--- src/rtl/ex_stage_pkg.sv ---
// Shared widths, opcode/funct constants and divider state encodings for the
// RV32IM execute stage.
package ex_stage_pkg;

  localparam int unsigned RegBus       = 32;
  localparam int unsigned RegAddrBus   = 5;
  localparam int unsigned AluOpBus     = 7;
  localparam int unsigned AluFunct3Bus = 3;
  localparam int unsigned AluFunct7Bus = 7;
  localparam int unsigned DivCntBus    = 5;

  localparam logic [AluOpBus-1:0] EXE_R_TYPE_OP = 7'b0110011;
  localparam logic [AluOpBus-1:0] EXE_I_TYPE_OP = 7'b0010011;

  // Base integer funct3
  localparam logic [AluFunct3Bus-1:0] F3_ADD  = 3'b000;
  localparam logic [AluFunct3Bus-1:0] F3_SLL  = 3'b001;
  localparam logic [AluFunct3Bus-1:0] F3_SLT  = 3'b010;
  localparam logic [AluFunct3Bus-1:0] F3_SLTU = 3'b011;
  localparam logic [AluFunct3Bus-1:0] F3_XOR  = 3'b100;
  localparam logic [AluFunct3Bus-1:0] F3_SR   = 3'b101;
  localparam logic [AluFunct3Bus-1:0] F3_OR   = 3'b110;
  localparam logic [AluFunct3Bus-1:0] F3_AND  = 3'b111;

  // M extension funct3
  localparam logic [AluFunct3Bus-1:0] F3_MUL    = 3'b000;
  localparam logic [AluFunct3Bus-1:0] F3_MULH   = 3'b001;
  localparam logic [AluFunct3Bus-1:0] F3_MULHSU = 3'b010;
  localparam logic [AluFunct3Bus-1:0] F3_MULHU  = 3'b011;
  localparam logic [AluFunct3Bus-1:0] F3_DIV    = 3'b100;
  localparam logic [AluFunct3Bus-1:0] F3_DIVU   = 3'b101;
  localparam logic [AluFunct3Bus-1:0] F3_REM    = 3'b110;
  localparam logic [AluFunct3Bus-1:0] F3_REMU   = 3'b111;

  localparam logic [AluFunct7Bus-1:0] F7_BASE   = 7'b0000000;
  localparam logic [AluFunct7Bus-1:0] F7_ALT    = 7'b0100000;
  localparam logic [AluFunct7Bus-1:0] F7_MULDIV = 7'b0000001;

  typedef enum logic [1:0] {
    DIV_IDLE = 2'd0,
    DIV_CALC = 2'd1,
    DIV_DONE = 2'd2
  } div_state_t;

  typedef struct packed {
    logic                  wd;
    logic [RegAddrBus-1:0] wreg;
    logic [RegBus-1:0]     wdata;
  } ex_wb_t;

  // DIV/DIVU/REM/REMU all share funct7 MULDIV with funct3[2] set
  function automatic logic is_div_op(input logic [AluOpBus-1:0]     op,
                                     input logic [AluFunct3Bus-1:0] f3,
                                     input logic [AluFunct7Bus-1:0] f7);
    return (op == EXE_R_TYPE_OP) && (f7 == F7_MULDIV) && f3[2];
  endfunction

endpackage

--- src/rtl/ex_div.sv ---
// Iterative radix-2 restoring divider: one quotient bit per cycle on
// magnitudes, with sign correction and div-by-zero/overflow shortcuts.
module ex_div
  import ex_stage_pkg::*;
(
  input  logic              clk,
  input  logic              rst,
  input  logic              start,
  input  logic              signed_op,
  input  logic              rem_op,
  input  logic [RegBus-1:0] dividend,
  input  logic [RegBus-1:0] divisor,
  input  logic              flush,
  output logic              busy,
  output logic              done,
  output logic [RegBus-1:0] result
);

  div_state_t           state;
  logic [DivCntBus-1:0] cnt;
  logic [RegBus-1:0]    quot;
  logic [RegBus-1:0]    rem;
  logic [RegBus-1:0]    divr;
  logic                 neg_q;
  logic                 neg_r;
  logic                 sel_rem;

  logic                 div_zero;
  logic                 overflow;
  logic [RegBus-1:0]    abs_dvd;
  logic [RegBus-1:0]    abs_dvs;
  logic [RegBus:0]      rem_shift;
  logic [RegBus:0]      diff;

  assign div_zero  = (divisor == '0);
  assign overflow  = signed_op && (dividend == 32'h8000_0000) && (divisor == '1);
  assign abs_dvd   = (signed_op && dividend[RegBus-1]) ? -dividend : dividend;
  assign abs_dvs   = (signed_op && divisor[RegBus-1])  ? -divisor  : divisor;

  // Shift next dividend bit into the partial remainder, then trial-subtract
  assign rem_shift = {rem, quot[RegBus-1]};
  assign diff      = rem_shift - {1'b0, divr};

  always_ff @(posedge clk) begin
    if (rst) begin
      state   <= DIV_IDLE;
      cnt     <= '0;
      quot    <= '0;
      rem     <= '0;
      divr    <= '0;
      neg_q   <= 1'b0;
      neg_r   <= 1'b0;
      sel_rem <= 1'b0;
    end else if (flush) begin
      state <= DIV_IDLE;
      cnt   <= '0;
    end else begin
      case (state)
        DIV_IDLE: begin
          if (start) begin
            sel_rem <= rem_op;
            cnt     <= '0;
            neg_q   <= 1'b0;
            neg_r   <= 1'b0;
            // Special results are parked in quot/rem so DONE needs no extra path
            if (div_zero) begin
              quot  <= '1;
              rem   <= dividend;
              state <= DIV_DONE;
            end else if (overflow) begin
              quot  <= 32'h8000_0000;
              rem   <= '0;
              state <= DIV_DONE;
            end else begin
              quot  <= abs_dvd;
              rem   <= '0;
              divr  <= abs_dvs;
              neg_q <= signed_op && (dividend[RegBus-1] ^ divisor[RegBus-1]);
              neg_r <= signed_op && dividend[RegBus-1];
              state <= DIV_CALC;
            end
          end
        end
        DIV_CALC: begin
          quot <= {quot[RegBus-2:0], ~diff[RegBus]};
          rem  <= diff[RegBus] ? rem_shift[RegBus-1:0] : diff[RegBus-1:0];
          cnt  <= cnt + DivCntBus'(1);
          if (cnt == '1) state <= DIV_DONE;
        end
        DIV_DONE: state <= DIV_IDLE;
        default:  state <= DIV_IDLE;
      endcase
    end
  end

  assign busy   = !flush && (((state == DIV_IDLE) && start) || (state == DIV_CALC));
  assign done   = !flush && (state == DIV_DONE);
  assign result = sel_rem ? (neg_r ? -rem : rem) : (neg_q ? -quot : quot);

endmodule

--- src/rtl/ex_stage.sv ---
// RV32IM execute stage: single-cycle ALU and multiplier, iterative divider
// that stalls the front of the pipeline while it runs.
module ex_stage
  import ex_stage_pkg::*;
(
  input  logic                    clk,
  input  logic                    rst,
  input  logic [AluOpBus-1:0]     aluop_i,
  input  logic [AluFunct3Bus-1:0] alufunct3_i,
  input  logic [AluFunct7Bus-1:0] alufunct7_i,
  input  logic [RegBus-1:0]       reg1_i,
  input  logic [RegBus-1:0]       reg2_i,
  input  logic [RegAddrBus-1:0]   wreg_i,
  input  logic                    wd_i,
  input  logic                    flush,
  output logic                    wd_o,
  output logic [RegAddrBus-1:0]   wreg_o,
  output logic [RegBus-1:0]       wdata_o,
  output logic                    stallreq
);

  localparam int unsigned ProdW = 2 * RegBus + 2;

  logic                    r_type;
  logic                    i_type;
  logic                    base_op;
  logic                    mul_op;
  logic                    div_op;
  logic                    is_sub;
  logic [4:0]              shamt;
  logic                    slt_res;
  logic [RegBus-1:0]       sra_res;
  logic [RegBus-1:0]       alu_res;

  logic                    a_signed;
  logic                    b_signed;
  logic signed [RegBus:0]  mul_a;
  logic signed [RegBus:0]  mul_b;
  logic signed [ProdW-1:0] prod;
  logic                    unused_prod;

  logic                    div_busy;
  logic                    div_done;
  logic [RegBus-1:0]       div_result;
  ex_wb_t                  wb;

  assign r_type  = (aluop_i == EXE_R_TYPE_OP);
  assign i_type  = (aluop_i == EXE_I_TYPE_OP);
  assign base_op = i_type || (r_type && ((alufunct7_i == F7_BASE) || (alufunct7_i == F7_ALT)));
  assign mul_op  = r_type && (alufunct7_i == F7_MULDIV) && !alufunct3_i[2];
  assign div_op  = is_div_op(aluop_i, alufunct3_i, alufunct7_i);
  // I-type funct7 bits are immediate bits, so only R-type may select SUB
  assign is_sub  = r_type && alufunct7_i[5];
  assign shamt   = reg2_i[4:0];
  assign slt_res = $signed(reg1_i) < $signed(reg2_i);
  assign sra_res = $signed(reg1_i) >>> shamt;

  // 33x33 signed product covers all four MUL variants
  assign a_signed    = (alufunct3_i != F3_MULHU);
  assign b_signed    = (alufunct3_i == F3_MUL) || (alufunct3_i == F3_MULH);
  assign mul_a       = {a_signed & reg1_i[RegBus-1], reg1_i};
  assign mul_b       = {b_signed & reg2_i[RegBus-1], reg2_i};
  assign prod        = ProdW'(mul_a) * ProdW'(mul_b);
  assign unused_prod = ^prod[ProdW-1:2*RegBus];

  always_comb begin
    alu_res = '0;
    if (base_op) begin
      case (alufunct3_i)
        F3_ADD:  alu_res = is_sub ? (reg1_i - reg2_i) : (reg1_i + reg2_i);
        F3_SLL:  alu_res = reg1_i << shamt;
        F3_SLT:  alu_res = RegBus'(slt_res);
        F3_SLTU: alu_res = RegBus'(reg1_i < reg2_i);
        F3_XOR:  alu_res = reg1_i ^ reg2_i;
        F3_SR:   alu_res = alufunct7_i[5] ? sra_res : (reg1_i >> shamt);
        F3_OR:   alu_res = reg1_i | reg2_i;
        F3_AND:  alu_res = reg1_i & reg2_i;
        default: alu_res = '0;
      endcase
    end else if (mul_op) begin
      alu_res = (alufunct3_i == F3_MUL) ? prod[RegBus-1:0] : prod[2*RegBus-1:RegBus];
    end
  end

  ex_div u_div (
    .clk       (clk),
    .rst       (rst),
    .start     (div_op),
    .signed_op (!alufunct3_i[0]),
    .rem_op    (alufunct3_i[1]),
    .dividend  (reg1_i),
    .divisor   (reg2_i),
    .flush     (flush),
    .busy      (div_busy),
    .done      (div_done),
    .result    (div_result)
  );

  // Writeback triple; a stall or flush turns this slot into a bubble
  always_comb begin
    wb       = '0;
    stallreq = 1'b0;
    if (!rst) begin
      stallreq = div_busy;
      wb.wd    = wd_i && !flush && !div_busy;
      wb.wreg  = wreg_i;
      wb.wdata = div_op ? (div_done ? div_result : '0) : alu_res;
    end
  end

  assign wd_o    = wb.wd;
  assign wreg_o  = wb.wreg;
  assign wdata_o = wb.wdata;

endmodule

--- config.mk ---
export PLATFORM = sky130hd
export DESIGN_NAME = ex_stage
export DESIGN_NICKNAME = d
export VERILOG_FILES = /design/src/rtl/ex_stage_pkg.sv /design/src/rtl/ex_div.sv /design/src/rtl/ex_stage.sv
export SDC_FILE = /design/constraint.sdc
export NUM_CORES = 2
export LEC_CHECK = 0
export CORE_MARGIN = 4
export CORE_UTILIZATION = 35
export CTS_BUF_LIST = sky130_fd_sc_hd__clkbuf_4 sky130_fd_sc_hd__clkbuf_8
export DETAILED_ROUTE_END_ITERATION = 16
export PLACE_DENSITY = 0.49
export SETUP_SLACK_MARGIN = 0.3
export SLEW_MARGIN = 20
export SYNTH_ARGS = -nofsm -noshare
export SYNTH_HDL_FRONTEND = slang
export SYNTH_SLANG_ARGS = --single-unit
--- constraint.sdc ---
create_clock -name clk -period 25.3 [get_ports clk]
set_clock_uncertainty 0.2 [all_clocks]
set_input_delay 5.06 -clock clk [delete_from_list [all_inputs] [get_ports clk]]
set_output_delay 5.06 -clock clk [all_outputs]
set_load 0.02 [all_outputs]
==> metrics.txt <==
# TYPE chip_impl_metric gauge
chip_impl_metric{name="avgRoutedWirePerCell",unit="um"} 31.3
chip_impl_metric{name="multi_input_comb_area",unit="um^2"} 47300
chip_impl_metric{name="dieWidth",unit="um"} 408
chip_impl_metric{name="clock_latency",unit="ns"} 0.42
chip_impl_metric{name="post-route-worst-setup-slack",unit="ns"} 4.12
chip_impl_metric{name="final.min_clock_period",unit="ns"} 21.18
chip_impl_metric{name="netlist_area",unit="um^2"} 55900
chip_impl_metric{name="final_core_utilization",unit=""} 0.374
chip_impl_metric{name="drc",unit=""} 0
chip_impl_metric{name="path_buf_inv",unit=""} 7
chip_impl_metric{name="initial_antenna_violation_count",unit=""} 24
chip_impl_metric{name="cts-hold-fix-buffers",unit=""} 0
chip_impl_info{name="tritoncts",value="yes"} 1
chip_impl_metric{name="sequential_cell_area",unit="um^2"} 2120
chip_impl_metric{name="grt_remaining_overflow",unit=""} 0
chip_impl_metric{name="grt_start_max_net_pins",unit=""} 60
chip_impl_metric{name="port-buffer-count",unit=""} 128
chip_impl_metric{name="timing.setup.tns",unit="ns"} 0
chip_impl_info{name="worstHoldPathType",value="reg -> reg"} 1
chip_impl_info{name="timing_worst_setup_path_type",value="in -> out"} 1
chip_impl_metric{name="gp_routability_congestion",unit=""} 1.06
chip_impl_metric{name="vias",unit=""} 51700
chip_impl_metric{name="post_synth.cell_area_avg",unit="um^2"} 8.03
chip_impl_metric{name="postCtsResizedCells",unit=""} 0
chip_impl_metric{name="dpl_ws",unit="ns"} 4.22
chip_impl_metric{name="cts.clk_slew.worst_paths",unit="ns"} 0.12
chip_impl_metric{name="dp_hpwl",unit="mm"} 217
chip_impl_metric{name="grt_pass1_vias",unit=""} 52500
chip_impl_metric{name="antenna_violating_nets_post_route",unit=""} 0
chip_impl_metric{name="num_io_pins",unit=""} 129
chip_impl_metric{name="ys_types",unit=""} 93
chip_impl_info{name="kind_of_end_point_of_the_critical_path",value="primary output"} 1
chip_impl_info{name="root_buffer",value="sky130_fd_sc_hd__clkbuf_8"} 1
chip_impl_metric{name="die_height",unit="um"} 408
chip_impl_metric{name="die_area",unit="um^2"} 166000
chip_impl_metric{name="final_min_period_over_clock_period",unit=""} 0.837
chip_impl_info{name="outcome",value="finished clean"} 1
chip_impl_metric{name="placeableCoreArea",unit="um^2"} 159000
chip_impl_metric{name="syn_to_final_growth",unit="%"} 6.15
chip_impl_metric{name="report.final.setup_viol",unit=""} 0
chip_impl_metric{name="worst_slew_margin_rel",unit=""} 0.180
chip_impl_metric{name="cts.sinks",unit=""} 106
chip_impl_metric{name="critical_path_data_required_time",unit="ns"} 20.04
chip_impl_metric{name="ys_ff_latch",unit=""} 106
chip_impl_metric{name="timing_limited_maximum_frequency",unit="MHz"} 47.2
chip_impl_metric{name="fin_cells",unit=""} 8899
chip_impl_info{name="rsz0062_at_grt",value="no"} 1
chip_impl_metric{name="wire_length_of_the_first_global_routing_pass",unit="mm"} 397
chip_impl_metric{name="max_cap_violations",unit=""} 0
chip_impl_metric{name="fillerInstances",unit=""} 16700
chip_impl_metric{name="max_slew.worst_pin.slew",unit="ns"} 1.22
chip_impl_metric{name="mappedNetlistNets",unit=""} 8525
chip_impl_metric{name="synth_seq_area_share",unit=""} 0.0380
chip_impl_metric{name="number_of_synthesized_flops_with_an_enable_pin",unit=""} 0
chip_impl_metric{name="cts_setup_buffers",unit=""} 0
chip_impl_metric{name="via_per_inst",unit=""} 5.81
chip_impl_info{name="crit_slowest_cell",value="sky130_fd_sc_hd__o311ai_0"} 1
chip_impl_metric{name="ff2ff_setup_slack",unit="ns"} 20.13
chip_impl_metric{name="slew_viol_final",unit=""} 0
chip_impl_metric{name="gr-usage-all-layers",unit=""} 0.330
chip_impl_metric{name="numCtsBuffers",unit=""} 9
chip_impl_metric{name="timing.critical_path.fanout_max",unit=""} 41
chip_impl_metric{name="synth_cells",unit=""} 6959
chip_impl_info{name="timing.critical_path.from_type",value="input pin"} 1
chip_impl_metric{name="ys_async_sr_fraction",unit=""} 0
chip_impl_metric{name="fin_nets",unit=""} 8377
chip_impl_metric{name="floorplan.rows",unit=""} 146
chip_impl_metric{name="drive_above_1_share",unit=""} 0.0580
chip_impl_info{name="ys_dominant_reg_cell",value="sky130_fd_sc_hd__dfxtp_1"} 1
chip_impl_metric{name="first_pass_iters",unit=""} 6
chip_impl_info{name="worst_path_most_repeated_cell",value="sky130_fd_sc_hd__fa_1"} 1
chip_impl_metric{name="dp_cells",unit=""} 8871
chip_impl_metric{name="clock_path_buffers",unit=""} 2
chip_impl_metric{name="drt-total-wl",unit="mm"} 278
chip_impl_metric{name="floorplan.initialDensity",unit=""} 0.352
chip_impl_info{name="worst_path_dominant_cell_family",value="adder cells"} 1
chip_impl_metric{name="cp_data_arrival_time",unit="ns"} 15.92
chip_impl_metric{name="cts.htree.levels",unit=""} 3
chip_impl_metric{name="worst_path_largest_cell_delay",unit="ns"} 0.87
chip_impl_metric{name="drtIter0Drc",unit=""} 5316
chip_impl_metric{name="finalHoldViolCount",unit=""} 0
chip_impl_metric{name="yosys_warnings",unit=""} 0
metal layers:
metal | part of all wire | GRT usage | wire [um] | vias to the layer above
li1 | - | - | - | 21700
met1 | 0.42 | 0.452 | 116000 | 26700
met2 | 0.43 | 0.499 | 119000 | 2773
met3 | 0.094 | 0.0690 | 26100 | 521
met4 | 0.059 | 0.155 | 16500 | 10
met5 | 0.00033 | 0 | 91 | -
sequential cells by signal, summed over array words and instances, names as in the netlist:
name           count
u_div.cnt          5
u_div.divr        32
u_div.neg_q        1
u_div.neg_r        1
u_div.quot        32
u_div.rem         32
u_div.sel_rem      1
u_div.state        2
placed cells by master (no fill, tap or decap), types with 33 or more instances in the layout:
cell	synthesis	final
sky130_fd_sc_hd__a221oi_1	44	44
sky130_fd_sc_hd__o211ai_1	58	58
sky130_fd_sc_hd__nand2b_1	33	33
sky130_fd_sc_hd__o31ai_1	40	40
sky130_fd_sc_hd__a211oi_1	63	63
sky130_fd_sc_hd__nand2_1	1014	1014
sky130_fd_sc_hd__o21ai_0	235	235
sky130_fd_sc_hd__buf_2	16	54
sky130_fd_sc_hd__nor2_1	688	683
sky130_fd_sc_hd__nor3_1	63	63
sky130_fd_sc_hd__and3_1	36	36
sky130_fd_sc_hd__clkdlybuf4s50_1	0	68
sky130_fd_sc_hd__nand3_1	58	57
sky130_fd_sc_hd__mux2i_1	78	78
sky130_fd_sc_hd__dfxtp_1	106	105
sky130_fd_sc_hd__xnor2_1	170	169
sky130_fd_sc_hd__a31oi_1	51	51
sky130_fd_sc_hd__xor2_1	66	66
sky130_fd_sc_hd__a21o_1	60	60
sky130_fd_sc_hd__mux2_2	57	57
sky130_fd_sc_hd__ha_1	348	348
sky130_fd_sc_hd__fa_1	1128	1127
sky130_fd_sc_hd__nand4_1	44	44
sky130_fd_sc_hd__a21oi_1	390	390
sky130_fd_sc_hd__inv_1	1225	1225
sky130_fd_sc_hd__buf_4	0	185
worst min-delay path, stage by stage (launching register included):
cell                      delay, ns
sky130_fd_sc_hd__dfxtp_1       0.33
sky130_fd_sc_hd__nand2_1       0.05
sky130_fd_sc_hd__a21oi_1       0.05
area by class of cell:
type | count | area share
Timing Repair Buffer | 308 | 0.0398
Tap cell | 2072 | 0.0437
Sequential cell | 106 | 0.0358
Clock buffer | 9 | 0.00209
Clock inverter | 7 | 0.00152
Antenna cell | 11 | 0.000464
Inverter | 1248 | 0.0790
Multi-Input combinational cell | 5138 | 0.798
per-stage QoR:
stage / hold slack, ns / cell area, um^2
floorplan: 0.232 / 55900
global placement: 0.240 / 59000
detailed placement: 0.246 / 59100
CTS: 0.264 / 59300
global route: 0.276 / 59300
finish: 0.259 / 59300
worst paths after layout:
check	start	end	cells past startpoint
setup / recovery	reg2_i[3]	wdata_o[22]	27
hold / removal	u_div.divr[25]	u_div.divr[25]	2
setup reg to reg	u_div.quot[31]	u_div.rem[22]	14
hold reg to reg	u_div.divr[25]	u_div.divr[25]	2
logic make-up (layout without fill, tap and decap cells):
| family | Yosys count | count (layout) | synth area share |
|---|---|---|---|
| compound gates | 1183 | 1183 | 0.136 |
| buf+inv | 1715 | 1572 | 0.116 |
| simple gates | 2087 | 2087 | 0.157 |
| mux | 156 | 156 | 0.0339 |
| fa+ha+maj | 1476 | 1476 | 0.482 |
| other cells | 0 | 11 | 0 |
| flops | 106 | 106 | 0.0380 |
| xor+xnor | 236 | 236 | 0.0370 |
cell usage after synthesis, types with 33 or more instances:
master | instances | area [um^2]
sky130_fd_sc_hd__mux2i_1 | 78 | 781
sky130_fd_sc_hd__clkbuf_1 | 335 | 1260
sky130_fd_sc_hd__nor3_1 | 63 | 315
sky130_fd_sc_hd__xnor2_1 | 170 | 1490
sky130_fd_sc_hd__a211oi_1 | 63 | 473
sky130_fd_sc_hd__nor2_1 | 688 | 2580
sky130_fd_sc_hd__mux2_2 | 57 | 642
sky130_fd_sc_hd__a21oi_1 | 390 | 1950
sky130_fd_sc_hd__inv_1 | 1225 | 4600
sky130_fd_sc_hd__nand2b_1 | 33 | 206
sky130_fd_sc_hd__buf_1 | 112 | 420
sky130_fd_sc_hd__dfxtp_1 | 106 | 2120
sky130_fd_sc_hd__xor2_1 | 66 | 578
sky130_fd_sc_hd__o211ai_1 | 58 | 435
sky130_fd_sc_hd__ha_1 | 348 | 4350
sky130_fd_sc_hd__a221oi_1 | 44 | 385
sky130_fd_sc_hd__o21ai_0 | 235 | 1180
sky130_fd_sc_hd__and3_1 | 36 | 225
sky130_fd_sc_hd__nand2_1 | 1014 | 3810
sky130_fd_sc_hd__o31ai_1 | 40 | 300
sky130_fd_sc_hd__a21o_1 | 60 | 450
sky130_fd_sc_hd__fa_1 | 1128 | 22600
sky130_fd_sc_hd__a31oi_1 | 51 | 319
sky130_fd_sc_hd__nand3_1 | 58 | 290
sky130_fd_sc_hd__nand4_1 | 44 | 275
Power is left out: the tool's default activity adds up to more than one toggle a clock period on the data nets, which glitch-free logic cannot reach.
